`src/rtl/register_file_if.sv`:
```
// Bus between writeback/operand-fetch and the register file.
// master drives write and read requests; slave returns read data and ready.
interface register_file_if #(
  parameter int unsigned DATA_W = 32,
  parameter int unsigned ADDR_W = 5
);
  logic [1:0]        write;
  logic [DATA_W-1:0] wr1;
  logic [DATA_W-1:0] wr2;
  logic [ADDR_W-1:0] wa1;
  logic [ADDR_W-1:0] wa2;
  logic              re;
  logic [ADDR_W-1:0] ra1;
  logic [ADDR_W-1:0] ra2;
  logic [DATA_W-1:0] rd1;
  logic [DATA_W-1:0] rd2;
  logic              rd_valid;
  logic              ready;

  modport master (
    output write, wr1, wr2, wa1, wa2, re, ra1, ra2,
    input  rd1, rd2, rd_valid, ready
  );

  modport slave (
    input  write, wr1, wr2, wa1, wa2, re, ra1, ra2,
    output rd1, rd2, rd_valid, ready
  );
endinterface

```
`src/rtl/register_file.sv`:
```
// Two-write/two-read register file with registered, write-first reads.
// After reset an init sweep clears one entry per cycle before ready rises.
module register_file #(
  parameter int unsigned DATA_W  = 32,
  parameter int unsigned ADDR_W  = 5,
  parameter int unsigned DEPTH   = 32,
  parameter bit          R0_ZERO = 1'b0
) (
  input logic            clk,
  input logic            rst,
  register_file_if.slave bus
);

  typedef enum logic {
    INIT,
    RUN
  } state_e;

  localparam logic [ADDR_W-1:0] LAST = ADDR_W'(DEPTH - 1);

  state_e            state_q, state_d;
  logic [ADDR_W-1:0] cnt_q, cnt_d;
  logic [DATA_W-1:0] rd1_q, rd1_d;
  logic [DATA_W-1:0] rd2_q, rd2_d;
  logic              rd_valid_q, rd_valid_d;
  logic              ready_q, ready_d;

  logic [DATA_W-1:0] mem [DEPTH];

  logic              init_we;
  logic              we1;
  logic              we2;
  logic [DATA_W-1:0] mem_rd1;
  logic [DATA_W-1:0] mem_rd2;

  // Write enables; writes to entry 0 are dropped here when it is hardwired.
  always_comb begin
    init_we = !rst && (state_q == INIT);
    we1     = !rst && (state_q == RUN) && bus.write[0] &&
              !(R0_ZERO && (bus.wa1 == '0));
    we2     = !rst && (state_q == RUN) && bus.write[1] &&
              !(R0_ZERO && (bus.wa2 == '0));
  end

  // Port 2 is written last so it wins a same-address collision.
  always_ff @(posedge clk) begin
    if (init_we) begin
      mem[cnt_q] <= '0;
    end
    if (we1) begin
      mem[bus.wa1] <= bus.wr1;
    end
    if (we2) begin
      mem[bus.wa2] <= bus.wr2;
    end
  end

  // Write-first bypass: port 2 checked last for priority, entry 0 forced last.
  always_comb begin
    mem_rd1 = mem[bus.ra1];
    if (we1 && (bus.wa1 == bus.ra1)) mem_rd1 = bus.wr1;
    if (we2 && (bus.wa2 == bus.ra1)) mem_rd1 = bus.wr2;
    if (R0_ZERO && (bus.ra1 == '0))  mem_rd1 = '0;

    mem_rd2 = mem[bus.ra2];
    if (we1 && (bus.wa1 == bus.ra2)) mem_rd2 = bus.wr1;
    if (we2 && (bus.wa2 == bus.ra2)) mem_rd2 = bus.wr2;
    if (R0_ZERO && (bus.ra2 == '0))  mem_rd2 = '0;
  end

  always_comb begin
    state_d    = state_q;
    cnt_d      = cnt_q;
    rd1_d      = rd1_q;
    rd2_d      = rd2_q;
    rd_valid_d = 1'b0;
    ready_d    = ready_q;
    unique case (state_q)
      INIT: begin
        cnt_d = cnt_q + ADDR_W'(1);
        if (cnt_q == LAST) begin
          state_d = RUN;
          ready_d = 1'b1;
        end
      end
      RUN: begin
        if (bus.re) begin
          rd1_d      = mem_rd1;
          rd2_d      = mem_rd2;
          rd_valid_d = 1'b1;
        end
      end
      default: begin
        state_d = INIT;
      end
    endcase
  end

  always_ff @(posedge clk) begin
    if (rst) begin
      state_q    <= INIT;
      cnt_q      <= '0;
      rd1_q      <= '0;
      rd2_q      <= '0;
      rd_valid_q <= 1'b0;
      ready_q    <= 1'b0;
    end else begin
      state_q    <= state_d;
      cnt_q      <= cnt_d;
      rd1_q      <= rd1_d;
      rd2_q      <= rd2_d;
      rd_valid_q <= rd_valid_d;
      ready_q    <= ready_d;
    end
  end

  assign bus.rd1      = rd1_q;
  assign bus.rd2      = rd2_q;
  assign bus.rd_valid = rd_valid_q;
  assign bus.ready    = ready_q;

endmodule

```
`src/flat_wrapper.sv`:
```
// flat-port wrapper written by rule: the top's interface ports become plain ports
module register_file_flat 
#(
  parameter int unsigned DATA_W  = 32,
  parameter int unsigned ADDR_W  = 5,
  parameter int unsigned DEPTH   = 32,
  parameter bit          R0_ZERO = 1'b0
)
  (clk, rst, bus_write, bus_wr1, bus_wr2, bus_wa1, bus_wa2, bus_re, bus_ra1, bus_ra2, bus_rd1, bus_rd2, bus_rd_valid, bus_ready);
  register_file_if #(.DATA_W(DATA_W), .ADDR_W(ADDR_W)) bus_i ();
  input logic clk;
  input logic rst;
  input wire logic [$bits(bus_i.write)-1:0] bus_write;
  input wire logic [$bits(bus_i.wr1)-1:0] bus_wr1;
  input wire logic [$bits(bus_i.wr2)-1:0] bus_wr2;
  input wire logic [$bits(bus_i.wa1)-1:0] bus_wa1;
  input wire logic [$bits(bus_i.wa2)-1:0] bus_wa2;
  input wire logic [$bits(bus_i.re)-1:0] bus_re;
  input wire logic [$bits(bus_i.ra1)-1:0] bus_ra1;
  input wire logic [$bits(bus_i.ra2)-1:0] bus_ra2;
  output wire logic [$bits(bus_i.rd1)-1:0] bus_rd1;
  output wire logic [$bits(bus_i.rd2)-1:0] bus_rd2;
  output wire logic [$bits(bus_i.rd_valid)-1:0] bus_rd_valid;
  output wire logic [$bits(bus_i.ready)-1:0] bus_ready;
  assign bus_i.write = bus_write;
  assign bus_i.wr1 = bus_wr1;
  assign bus_i.wr2 = bus_wr2;
  assign bus_i.wa1 = bus_wa1;
  assign bus_i.wa2 = bus_wa2;
  assign bus_i.re = bus_re;
  assign bus_i.ra1 = bus_ra1;
  assign bus_i.ra2 = bus_ra2;
  assign bus_rd1 = bus_i.rd1;
  assign bus_rd2 = bus_i.rd2;
  assign bus_rd_valid = bus_i.rd_valid;
  assign bus_ready = bus_i.ready;
  register_file #(.DATA_W(DATA_W), .ADDR_W(ADDR_W), .DEPTH(DEPTH), .R0_ZERO(R0_ZERO)) u_core (.clk(clk), .rst(rst), .bus(bus_i));
endmodule
```
`config.mk`:
```
export PLATFORM = sky130hd
export DESIGN_NAME = register_file_flat
export DESIGN_NICKNAME = d
export VERILOG_FILES = /design/src/rtl/register_file_if.sv /design/src/rtl/register_file.sv /design/src/flat_wrapper.sv
export SDC_FILE = /design/constraint.sdc
export NUM_CORES = 2
export LEC_CHECK = 0
export ABC_CLOCK_PERIOD_IN_PS = 5750
export BUFFER_PORTS_ARGS = -buffer_cell sky130_fd_sc_hd__buf_2
export CELL_PAD_IN_SITES_DETAIL_PLACEMENT = 1
export CELL_PAD_IN_SITES_GLOBAL_PLACEMENT = 2
export CORE_MARGIN = 4
export CORE_UTILIZATION = 44
export CTS_CLUSTER_SIZE = 28
export DETAILED_ROUTE_END_ITERATION = 16
export PLACE_DENSITY_LB_ADDON = 0.1
export RECOVER_POWER = 50
export SYNTH_ARGS = -nofsm -noshare
export SYNTH_HDL_FRONTEND = slang
export SYNTH_SLANG_ARGS = --single-unit
```
`constraint.sdc`:
```
create_clock -name clk -period 5.75 [get_ports clk]
set_input_delay 1.15 -clock clk [delete_from_list [all_inputs] [get_ports clk]]
set_output_delay 1.15 -clock clk [all_outputs]
set_load 0.05 [all_outputs]
```
==> key figures <==
Routing
  • Drt pass-1 iters: 6
  • Avg Vias per Cell: 7.00
  • Wirelength, routed: about 280000 um
  • Routed vias: 50767
  • Routed length per placed instance: about 40 um
  • Number of routed nets with antenna violations: 0
  • Post-route DRC: 0
  • Initial detailed-routing violation count: ~7500

Synthesis
  • #FFs+latches synth: approximately 1100
  • Syn. warnings: 0
  • Post-synth EDFFs: 1024
  • Net count after synthesis: between 5000 and 6000
  • Syn Area/Cell: about 11 um^2
  • Syn Inst Count: approximately 5400
  • Synth top area cells: edfxtp_1, mux4_2, o21ai_0
  • Top FF cell, synth: edfxtp_1
  • Post-synth cell types: 69
  • Synth top area share: 0.494
  • Post-synthesis sequential area ratio: 0.517
  • Async SR Flop Fraction: 0
  • Cell taking the most area after synthesis: edfxtp_1
  • Syn Std Cell Area: 62300 um^2

Place
  • Pre-CTS setup slack: between 1 and 1.5 ns
  • Hpwl dp: ~180000 um
  • Placer Congestion: approximately 0.93
  • Inst Count DP: about 7000
  • PortBufs: approximately 150

Worst setup path
  • Kind of critical path: reg -> reg
  • R2R cell count: 4
  • Type of origin of the critical path: flip-flop
  • Worst Path Required: ~6.4 ns
  • Worst R2R Start: u_core.state_q$_SDFF_PP0_
  • Worst EP arrival: 5.59 ns
  • RR Endpoint: u_core.bus.rd2[24]$_SDFFE_PP0P_
  • CP max-delay cell: nor2_1
  • Worst Setup End Kind: flip-flop
  • Crit path largest cell delay: approximately 1.6 ns
  • Worst Setup EP: u_core.bus.rd2[24]$_SDFFE_PP0P_
  • R2R Setup Slk: 0.82 ns
  • CP Launch Point: u_core.state_q$_SDFF_PP0_
  • Critical Path Fanout Max: 24
  • Crit path cell chain: nand2_2, nor2_1, nand2_1, o32ai_1

Floorplanning
  • IO Pins: between 150 and 200
  • Die H: roughly 380 um
  • CORE AREA: 140000 um^2
  • Die width: around 380 um
  • Placement Rows: between 100 and 150
  • Total die area: between 100000 and 150000 um^2
  • Initial Utilization: 0.445

Timing
  • Clk_skew: between 0.02 and 0.025 ns
  • Final setup fails: 0
  • RSZ-0062 raised after global routing: no
  • Final period util: 0.858
  • Final hold slack: 0.537 ns
  • Setup TNS: 0 ns
  • Worst slew pin tran: between 2 and 3 ns
  • Fin crit period: between 4 and 5 ns
  • Final worst slack: between 0.8 and 0.9 ns
  • Peak Freq: roughly 0.20 GHz
  • Final hold vios: 0
  • Final max-slew violation count: around 1500
  • Max-slew headroom: -0.809

Final layout
  • FILL cells: roughly 14000
  • Final Util: 0.494
  • Layout net count: 5355
  • Share of cells above drive strength 1: 0.187
  • P&R area growth vs syn: 11.2%
  • Final cell count without fillers: between 7000 and 8000

Outcome
  • Status: complete, but fails checks
  • Failing checks: capacitance limit, slew limit

Global route
  • Largest net degree at the start of global routing: 75
  • Antenna violations before repair: 23
  • Vias in the first global route: approximately 49000
  • Grt total ovfl: 0
  • First-pass GRT wire length: around 400000 um
  • Global Route Usage Sum: 0.383

Clock tree
  • Post-CTS setup buffers: 0
  • CTS Buffer Depth: 3
  • CTS Hold Bufs: 0
  • Post-CTS resize count: 0
  • H-tree levels: 4
  • Clock root buffer: clkbuf_16
  • CTS tree: built
  • Clk_lat worst skew: 0.79 ns
  • Num CTS Buffers: ~130
  • Clk slew on worst S/H paths: approximately 0.060 ns
  • CTS sink cnt: roughly 1100

Pwr
  • Leak Pwr: between 20 and 25 nW
  • Worst VDD drop: 203 uV
  • Pwr Density: 267 nW/um^2

Worst hold path
  • Hold Path Class: reg -> reg

Flow run
  • Max Cap Viol: 46
-- cells in the mapped netlist (3+ instances only) --
| library cell | number |
|---|---|
| nand2_1 | 1178 |
| o21ai_0 | 1089 |
| edfxtp_1 | 1024 |
| clkbuf_1 | 503 |
| mux4_2 | 474 |
| mux2i_1 | 216 |
| o22ai_1 | 118 |
| a21oi_1 | 88 |
| buf_2 | 85 |
| dfxtp_1 | 72 |
| a22oi_1 | 57 |
| nor2_1 | 57 |
| nand3_1 | 45 |
| buf_4 | 35 |
| buf_1 | 32 |
| o211ai_1 | 28 |
| nand4_1 | 27 |
| a221oi_1 | 24 |
| and3_1 | 22 |
| and2_1 | 21 |
| nor4_1 | 19 |
| a21o_1 | 17 |
| nor2b_1 | 17 |
| nor3_1 | 17 |
| o32ai_1 | 14 |
| xor2_1 | 12 |
| o41ai_1 | 11 |
| xnor2_1 | 11 |
| buf_6 | 10 |
| mux2_2 | 8 |
| nand3b_1 | 8 |
| or3_1 | 7 |
| nand2b_1 | 6 |
| o41a_1 | 6 |
| inv_1 | 5 |
| o21ai_1 | 5 |
| a211oi_1 | 4 |
| a31oi_1 | 3 |
| a41o_1 | 3 |
| o31ai_1 | 3 |
-- worst max-delay path: cells and delay by family (launching register included) --
family,cells,cell delay [ns]
AO/OA/AOI/OAI,1,0.55
AND/OR/NAND/NOR,3,3.35
flip-flops,1,0.89
-- cells in the final DEF, fill, tap and decap left out, types with 12 or more instances in the layout --
| cell | instances |
|---|---|
| buf_4 | 145 |
| mux4_2 | 474 |
| dfxtp_1 | 72 |
| nor3_1 | 15 |
| o22ai_4 | 25 |
| buf_12 | 35 |
| o32ai_1 | 14 |
| edfxtp_1 | 1024 |
| nand2_1 | 1177 |
| nand3_1 | 43 |
| nor2_4 | 17 |
| and2_1 | 18 |
| clkinv_2 | 14 |
| o22ai_1 | 93 |
| o21ai_0 | 1089 |
| o211ai_1 | 28 |
| buf_2 | 80 |
| nor4_1 | 19 |
| clkbuf_1 | 145 |
| nor2b_1 | 14 |
| a221oi_1 | 24 |
| nor2_1 | 40 |
| and3_1 | 22 |
| a22oi_1 | 57 |
| a21oi_1 | 88 |
| xor2_1 | 12 |
| mux2i_1 | 216 |
| clkinv_1 | 27 |
| clkbuf_16 | 141 |
| nand4_1 | 27 |
| a21o_1 | 17 |
-- flip-flops by register name (all words and copies together) (netlist names) --
| signal | count |
|---|---|
| u_core.bus.rd_valid | 1 |
| u_core.state_q | 1 |
| u_core.mem | 1024 |
| u_core.bus.ready | 1 |
| u_core.cnt_q | 5 |
| u_core.bus.rd2 | 32 |
| u_core.bus.rd1 | 32 |
-- power by group --
| group | switching (mW) | internal (mW) | leakage, nW | total (mW) |
|---|---|---|---|---|
| clock | 3.58 | 4.78 | 2.04 | 8.37 |
| sequential | 0.0282 | 8.65 | 8.73 | 8.68 |
| combinational | 0.970 | 0.497 | 9.71 | 1.47 |
| total | 4.58 | 13.9 | 20.5 | 18.5 |
-- logic make-up (layout without fill, tap and decap cells) --
family                   Yosys count  count (layout)  synth area share
AO/OA/AOI/OAI                   1485            1485             0.131
AND/OR/NAND/NOR                 1439            1439            0.0945
flip-flops                      1096            1096             0.517
multiplexers                     700             700             0.208
buffers and inverters            673             626            0.0457
XOR/XNOR                          23              23           0.00324
adder cells (fa/ha/maj)            2               2          0.000402
other                              0              10                 0
-- stage by stage --
step / total power [mW] / cell area [um^2]
3_5_place_dp: 10.3 / 65500
5_1_grt: 18.9 / 69200
6_report: 18.5 / 69200
3_3_place_gp: 10.3 / 65500
2_1_floorplan: 9.70 / 62300
4_1_cts: 18.5 / 69700
-- layer usage --
metal / track usage / part of all wire / wire length, um / vias up
met5: 0 / 0.00025 / 72 / -
met4: 0.218 / 0.067 / 19100 / 12
met3: 0.0904 / 0.12 / 33000 / 788
met2: 0.573 / 0.44 / 126000 / 3447
met1: 0.513 / 0.37 / 107000 / 26290
li1: - / - / - / 20230
-- worst min path at each step --
stage,from,end,depth (start not counted)
5_1_grt,u_core.bus.rd2[9]$_SDFFE_PP0P_,u_core.bus.rd2[9]$_SDFFE_PP0P_,2
3_3_place_gp,u_core.bus.rd2[17]$_SDFFE_PP0P_,u_core.bus.rd2[17]$_SDFFE_PP0P_,2
2_1_floorplan,u_core.cnt_q[4]$_SDFFE_PP0N_,u_core.cnt_q[4]$_SDFFE_PP0N_,2
3_5_place_dp,u_core.bus.rd2[22]$_SDFFE_PP0P_,u_core.bus.rd2[22]$_SDFFE_PP0P_,2
6_report,u_core.bus.rd2[9]$_SDFFE_PP0P_,u_core.bus.rd2[9]$_SDFFE_PP0P_,2
4_1_cts,u_core.bus.rd2[22]$_SDFFE_PP0P_,u_core.bus.rd2[22]$_SDFFE_PP0P_,2
-- final cells by class --
| cell class | instances | area [um^2] | share of cell area |
|---|---|---|---|
| flip-flops and latches | 1096 | 32200 | 0.465 |
| inverters | 7 | 26.3 | 0.000379 |
| multi-input cells | 3649 | 27800 | 0.401 |
| diodes | 10 | 25.0 | 0.000361 |
| clock inverters | 55 | 438 | 0.00632 |
| repair buffers | 377 | 2700 | 0.0389 |
| well taps | 1876 | 2350 | 0.0339 |
| clock buffers | 187 | 3750 | 0.0542 |
Power figures use the tool's default switching activity.
